==> src/rtl/spic_master_engine_if.sv <==
// Instruction-fetch handshake between the spic driver and the SPI master engine.
// The engine side is the master modport; the driver side is the slave modport.
interface spic_master_engine_if #(
    parameter int INSTR_SIZE = 46,
    parameter int DWIDTH     = 32
);
    logic [INSTR_SIZE-1:0] driver_data;
    logic [1:0]            driver_cfg;
    logic                  driver_read;
    logic [DWIDTH-1:0]     spi_slv_read_data;

    modport master (
        input  driver_data,
        input  driver_cfg,
        output driver_read,
        output spi_slv_read_data
    );

    modport slave (
        output driver_data,
        output driver_cfg,
        input  driver_read,
        input  spi_slv_read_data
    );
endinterface

==> src/rtl/spic_master_engine.sv <==
// SPI mode-0 master: fetches one instruction per transfer and shifts {T_TYPE, SIZE, ADDR, data}
// MSB first; read transfers return the captured MISO data with the following request.
//
// state | meaning
// IDLE  | waiting for master_en
// REQ   | driver_read pulse, requesting the next instruction
// LOAD  | capture instruction and divider, present first MOSI bit
// SETUP | slave selected, H cycles before the first rising sclk
// SHIFT | N bits, sclk high H / low H per bit
// HOLD  | slave still selected for H cycles after the last falling sclk
module spic_master_engine #(
    parameter int S_ADDR_WIDTH = 2,
    parameter int AWIDTH       = 8,
    parameter int DWIDTH       = 32,
    parameter int NUM_SLAVES   = 2**S_ADDR_WIDTH,
    parameter int INSTR_SIZE   = S_ADDR_WIDTH + 4 + AWIDTH + DWIDTH
) (
    input  logic                  clk,
    input  logic                  rst_n,
    input  logic                  master_en,
    spic_master_engine_if.master  drv,
    output logic                  sclk,
    output logic                  mosi,
    input  logic                  miso,
    output logic [NUM_SLAVES-1:0] ss_n
);
    localparam int HDR_W = 4 + AWIDTH;
    localparam int SR_W  = HDR_W + DWIDTH;
    localparam int BW    = $clog2(SR_W);

    typedef enum logic [2:0] {IDLE, REQ, LOAD, SETUP, SHIFT, HOLD} state_t;
    state_t state;

    logic [SR_W-1:0]   sr;
    logic [DWIDTH-1:0] rx;
    logic [BW-1:0]     bitcnt;
    logic [BW-1:0]     nb;
    logic [2:0]        hcnt;
    logic [2:0]        h_m1;
    logic              is_wr;

    logic [S_ADDR_WIDTH-1:0] ld_ss;
    logic [HDR_W-1:0]        ld_hdr;
    logic [DWIDTH-1:0]       ld_data;
    logic [BW-1:0]           nb_dec;
    logic [BW-1:0]           sh_amt;
    logic [2:0]              h_dec;

    always_comb begin
        ld_ss  = drv.driver_data[INSTR_SIZE-1 -: S_ADDR_WIDTH];
        ld_hdr = drv.driver_data[DWIDTH +: HDR_W];
        case (drv.driver_data[DWIDTH+AWIDTH +: 2])
            2'b00:   nb_dec = BW'(8);
            2'b01:   nb_dec = BW'(16);
            2'b10:   nb_dec = BW'(32);
            default: nb_dec = BW'(DWIDTH);
        endcase
        // write data is left-aligned so the shift register drains MSB first into trailing zeros
        sh_amt  = BW'(DWIDTH) - nb_dec;
        ld_data = drv.driver_data[DWIDTH+AWIDTH+2] ? (drv.driver_data[DWIDTH-1:0] << sh_amt) : '0;
        case (drv.driver_cfg)
            2'd0:    h_dec = 3'd0;
            2'd1:    h_dec = 3'd1;
            2'd2:    h_dec = 3'd3;
            default: h_dec = 3'd7;
        endcase
    end

    always_ff @(posedge clk or negedge rst_n) begin
        if (!rst_n) begin
            state                 <= IDLE;
            drv.driver_read       <= 1'b0;
            drv.spi_slv_read_data <= '0;
            sclk                  <= 1'b0;
            mosi                  <= 1'b0;
            ss_n                  <= '1;
            sr                    <= '0;
            rx                    <= '0;
            bitcnt                <= '0;
            nb                    <= '0;
            hcnt                  <= '0;
            h_m1                  <= '0;
            is_wr                 <= 1'b0;
        end else begin
            drv.driver_read <= 1'b0;
            case (state)
                IDLE: begin
                    if (master_en) begin
                        state           <= REQ;
                        drv.driver_read <= 1'b1;
                    end
                end
                REQ: state <= LOAD;
                LOAD: begin
                    sr     <= {ld_hdr, ld_data};
                    mosi   <= ld_hdr[HDR_W-1];
                    nb     <= nb_dec;
                    is_wr  <= drv.driver_data[DWIDTH+AWIDTH+2];
                    bitcnt <= BW'(HDR_W) + nb_dec - 1'b1;
                    h_m1   <= h_dec;
                    hcnt   <= h_dec;
                    rx     <= '0;
                    ss_n   <= ~(NUM_SLAVES'(1) << ld_ss);
                    state  <= SETUP;
                end
                SETUP: begin
                    if (hcnt == 3'd0) begin
                        state <= SHIFT;
                        sclk  <= 1'b1;
                        hcnt  <= h_m1;
                    end else begin
                        hcnt <= hcnt - 1'b1;
                    end
                end
                SHIFT: begin
                    // sample in the first high cycle; only the data bits land in rx
                    if (sclk && hcnt == h_m1 && bitcnt < nb)
                        rx <= {rx[DWIDTH-2:0], miso};
                    if (hcnt != 3'd0) begin
                        hcnt <= hcnt - 1'b1;
                    end else if (sclk) begin
                        sclk <= 1'b0;
                        hcnt <= h_m1;
                        sr   <= sr << 1;
                        mosi <= sr[SR_W-2];
                    end else if (bitcnt == '0) begin
                        state <= HOLD;
                        hcnt  <= h_m1;
                        if (!is_wr)
                            drv.spi_slv_read_data <= rx;
                    end else begin
                        bitcnt <= bitcnt - 1'b1;
                        sclk   <= 1'b1;
                        hcnt   <= h_m1;
                    end
                end
                HOLD: begin
                    if (hcnt == 3'd0) begin
                        ss_n <= '1;
                        mosi <= 1'b0;
                        if (master_en) begin
                            state           <= REQ;
                            drv.driver_read <= 1'b1;
                        end else begin
                            state <= IDLE;
                        end
                    end else begin
                        hcnt <= hcnt - 1'b1;
                    end
                end
                default: state <= IDLE;
            endcase
        end
    end
endmodule

==> src/flat_wrapper.sv <==
// flat-port wrapper written by rule: the top's interface ports become plain ports
module spic_master_engine_flat 
#(
    parameter int S_ADDR_WIDTH = 2,
    parameter int AWIDTH       = 8,
    parameter int DWIDTH       = 32,
    parameter int NUM_SLAVES   = 2**S_ADDR_WIDTH,
    parameter int INSTR_SIZE   = S_ADDR_WIDTH + 4 + AWIDTH + DWIDTH
)
  (clk, rst_n, master_en, sclk, mosi, miso, ss_n, drv_driver_data, drv_driver_cfg, drv_driver_read, drv_spi_slv_read_data);
  spic_master_engine_if #(.INSTR_SIZE(INSTR_SIZE), .DWIDTH(DWIDTH)) drv_i ();
  input  logic clk;
  input  logic rst_n;
  input  logic master_en;
  output logic sclk;
  output logic mosi;
  input  logic miso;
  output logic [NUM_SLAVES-1:0] ss_n;
  input wire logic [$bits(drv_i.driver_data)-1:0] drv_driver_data;
  input wire logic [$bits(drv_i.driver_cfg)-1:0] drv_driver_cfg;
  output wire logic [$bits(drv_i.driver_read)-1:0] drv_driver_read;
  output wire logic [$bits(drv_i.spi_slv_read_data)-1:0] drv_spi_slv_read_data;
  assign drv_i.driver_data = drv_driver_data;
  assign drv_i.driver_cfg = drv_driver_cfg;
  assign drv_driver_read = drv_i.driver_read;
  assign drv_spi_slv_read_data = drv_i.spi_slv_read_data;
  spic_master_engine #(.S_ADDR_WIDTH(S_ADDR_WIDTH), .AWIDTH(AWIDTH), .DWIDTH(DWIDTH), .NUM_SLAVES(NUM_SLAVES), .INSTR_SIZE(INSTR_SIZE)) u_core (.clk(clk), .rst_n(rst_n), .master_en(master_en), .drv(drv_i), .sclk(sclk), .mosi(mosi), .miso(miso), .ss_n(ss_n));
endmodule
==> config.mk <==
export PLATFORM = sky130hd
export DESIGN_NAME = spic_master_engine_flat
export DESIGN_NICKNAME = d
export VERILOG_FILES = /design/src/rtl/spic_master_engine_if.sv /design/src/rtl/spic_master_engine.sv /design/src/flat_wrapper.sv
export SDC_FILE = /design/constraint.sdc
export NUM_CORES = 1
export LEC_CHECK = 0
export CORE_MARGIN = 4
export CORE_UTILIZATION = 46
export CTS_CLUSTER_SIZE = 10
export DETAILED_ROUTE_END_ITERATION = 7
export DONT_BUFFER_PORTS = 1
export SYNTH_ARGS = -nofsm -noshare
export SYNTH_HDL_FRONTEND = slang
export SYNTH_SLANG_ARGS = --single-unit
==> constraint.sdc <==
create_clock -name clk -period 1.8 [get_ports clk]
set_input_delay 0.09 -clock clk [delete_from_list [all_inputs] [get_ports clk]]
set_output_delay 0.09 -clock clk [all_outputs]
set_load 0.05 [all_outputs]
==> metrics.cfg <==
[timing]
post-route-period-util = 1.050
slew_headroom = 0.6470
slew_viol_final = 0
worst_pin_slew_ps = 529.5
setup_violations = 35
setup_slack_ps = -89.47
post-route-min-period_ps = 1889
final_hold_viol_count = 133
fin_skew_ps = 9.073
hold_ws_ps = -622.7
clock.fmax_ghz = 0.5292
rsz0062_at_grt = true
fin_setup_tns_ps = -2324

[synthesis]
ys.warnings.count = 0
synth.avg_cell_area_um2 = 10.02
syn_inst = 653
yosysUniqueCellTypes = 52
yosysSeqAreaShare = 0.5092
synth_nets = 712
synth-seq-cells = 133
synth_top_area_frac = 0.4931
synthTopCellsByArea = dfrtp_1, nand2_1, mux2_2, mux2i_1, nor2_1
synth-edff-count = 0
synth_ff_type = dfrtp_1
synth_area_mm2 = 0.006546
synth_area_leader_cell = dfrtp_1
synthArstFlopShare = 1.000

[power]
ir_drop_mv = 0.6961
finalPower_mw = 11.64
p_clk_frac = 0.304
intPower_mw = 7.811
netSwitchingFraction = 0.3290
power.switching_mw = 3.830
pwr-share-seq = 0.382
p_leak_nw = 3.638
p_comb_frac = 0.314
p_per_area_mw_per_mm2 = 1359

[worst_setup_path]
cp-start-kind = flop
cp.required_ps = 2100
critical_path_arrival_ps = 2190
r2r_slack_ps = -90
endpoint_kind = flop
crit_fanout = 8
worstSetupStartpoint = u_core.hcnt[0]
path_class = flop to flop
rr_startpoint = u_core.hcnt[0]

[final_layout]
stdcell_area_mm2 = 0.008567
diodes = 0
layout_commonest_cell = dfrtp_1
drive_gt1_frac = 0.2527
nNetsFinal = 792
layout_common_cells = dfrtp_1, nand2_1, buf_4, nor2_1, a21oi_1
area_delta_synth_final_pct = 30.87

[placement]
dpl.hpwl_mm = 10.26
port_buffers = 0
place_area_mm2 = 0.007103
pre_cts_ws_ps = -93.55
globalplace.congestion = 0.8442

[outcome]
outcome = complete, but fails checks
failed_checks = negative hold slack, negative setup slack

[grt]
grt_util_all_layers = 0.2128
first_global_vias = 5301
grt_pass1_wl_mm = 27.41
grt_start_max_net_pins = 134
antenna_found_initial = 0
grt_remaining_overflow = 0

[route]
post_drt_wl_per_cell_um = 18.47
viasPerCell = 5.608
drc_errors = 0
first_iter_violations = 393
route.antenna.remaining_nets = 0
dr.pass1.iters = 5
dr_total_vias = 5182
routed_wl_mm = 17.07

[die]
die_h_um = 127.3
die_width_um = 127.3
ios = 91
die-area_mm2 = 0.01620
start_util = 0.4698
core_area_mm2 = 0.01393
rows = 43

[clock_network]
cts_tree = built
cts-root-buf = clkbuf_16
clk_pin_slew_worst_paths_ps = 60
numCtsBuffers = 17
insertion_delay_ps = 420
clkSinkCount = 133
cts_buffer_depth = 2
ctsHoldBuffers = 33
htree_levels = 4

[worst_hold_path]
min-delay-path-class = input port to async pin

[flow_run]
drv_cap = 0

sequential cells by signal, summed over array words and instances (netlist names), 3 cells and up:
register	cells
u_core.h_m1	3
u_core.ss_n	4
u_core.state	3
u_core.bitcnt	6
u_core.drv.spi_slv_read_data	32
u_core.sr	43
u_core.nb	3
u_core.rx	32
u_core.hcnt	3
worst max-delay path: stages, from the launching register on:
cell and delay [ps]:
dfrtp_1 420, inv_2 100, ha_4 140, and4bb_2 250, nand2_2 80, nor3_4 150
buf_12 170, clkbuf_16 170, mux2_4 300
path summary, 6_finish.rpt:
check	to	depth (start not counted)
max	u_core.drv.spi_slv_read_data[31]	8
min	u_core.drv.spi_slv_read_data[20]	0
max reg2reg	u_core.drv.spi_slv_read_data[31]	8
min reg2reg	u_core.nb[4]	2
max in group asynchronous	u_core.ss_n[0]	0
min in group clk	u_core.nb[5]	5
cell type report:
cell class	count	area [um2]
clock buffer	23	478.0
clock inverter	7	122.6
fill	1136	5368
inverter	10	37.54
multi-input combinational	462	3196
sequential	133	3334
tap	180	225.2
timing repair buffer	109	1174
power groups by stage:
stage | Clock (mW) | Sequential [mW] | Combinational (mW)
after global placement | 0 | 4.42 | 3.05
after global routing | 3.75 | 4.52 | 4.04
after detailed placement | 0 | 4.44 | 3.16
final | 3.54 | 4.45 | 3.66
after floorplan | 0 | 4.33 | 2.21
after CTS | 3.62 | 4.41 | 3.34
cell usage after synthesis (2+ instances only):
master    number
inv_1          9
a21oi_1       44
clkbuf_1      29
nand2b_1      12
mux4_2         8
dfrtp_1      129
mux2_2        35
mux2i_1       33
o211ai_1       4
buf_2         13
and2_1         2
ha_1           7
nor2_1        62
a31oi_1       21
nor3_2         2
nor2b_1        3
buf_6          5
nand3b_1       5
nand2_1      124
o21ai_0       25
xnor2_1        2
nand3_1       10
nor3b_1       10
o22ai_1        2
and3_1         4
a22oi_1       24
dfstp_2        4
per-stage QoR:
step / cells / util
4_1_cts: 918 / 0.5982
3_5_place_dp: 844 / 0.5097
3_3_place_gp: 844 / 0.5097
6_report: 924 / 0.6148
2_1_floorplan: 653 / -
5_1_grt: 924 / 0.6148
kinds of logic after synthesis:
logic type | after synthesis | share of synthesized area
AND/OR/NAND/NOR | 245 | 0.1716
flip-flops | 133 | 0.5092
AO/OA/AOI/OAI | 130 | 0.1204
multiplexers | 77 | 0.1399
buffers and inverters | 58 | 0.04147
adder cells (fa/ha/maj) | 7 | 0.01338
XOR/XNOR | 3 | 0.004014
timing repair:
item / in CTS / in global routing
cloned: 5 / 2
gates resized for setup: 31 / 40
setup endpoints to repair: 64 / 111
pin swaps: 7 / 3
hold endpoints to repair: 173 / 133
setup buffers: 6 / 5
per-layer routing:
metal | up-vias | wire [um] | GRT usage
li1 | 2445 | - | -
met1 | 2565 | 7369 | 0.2691
met2 | 153 | 8481 | 0.3537
met3 | 19 | 972 | 0.05435
met4 | 0 | 246 | 0.07760
met5 | - | 0 | 0
No activity file was read; power rests on OpenSTA's default activity.
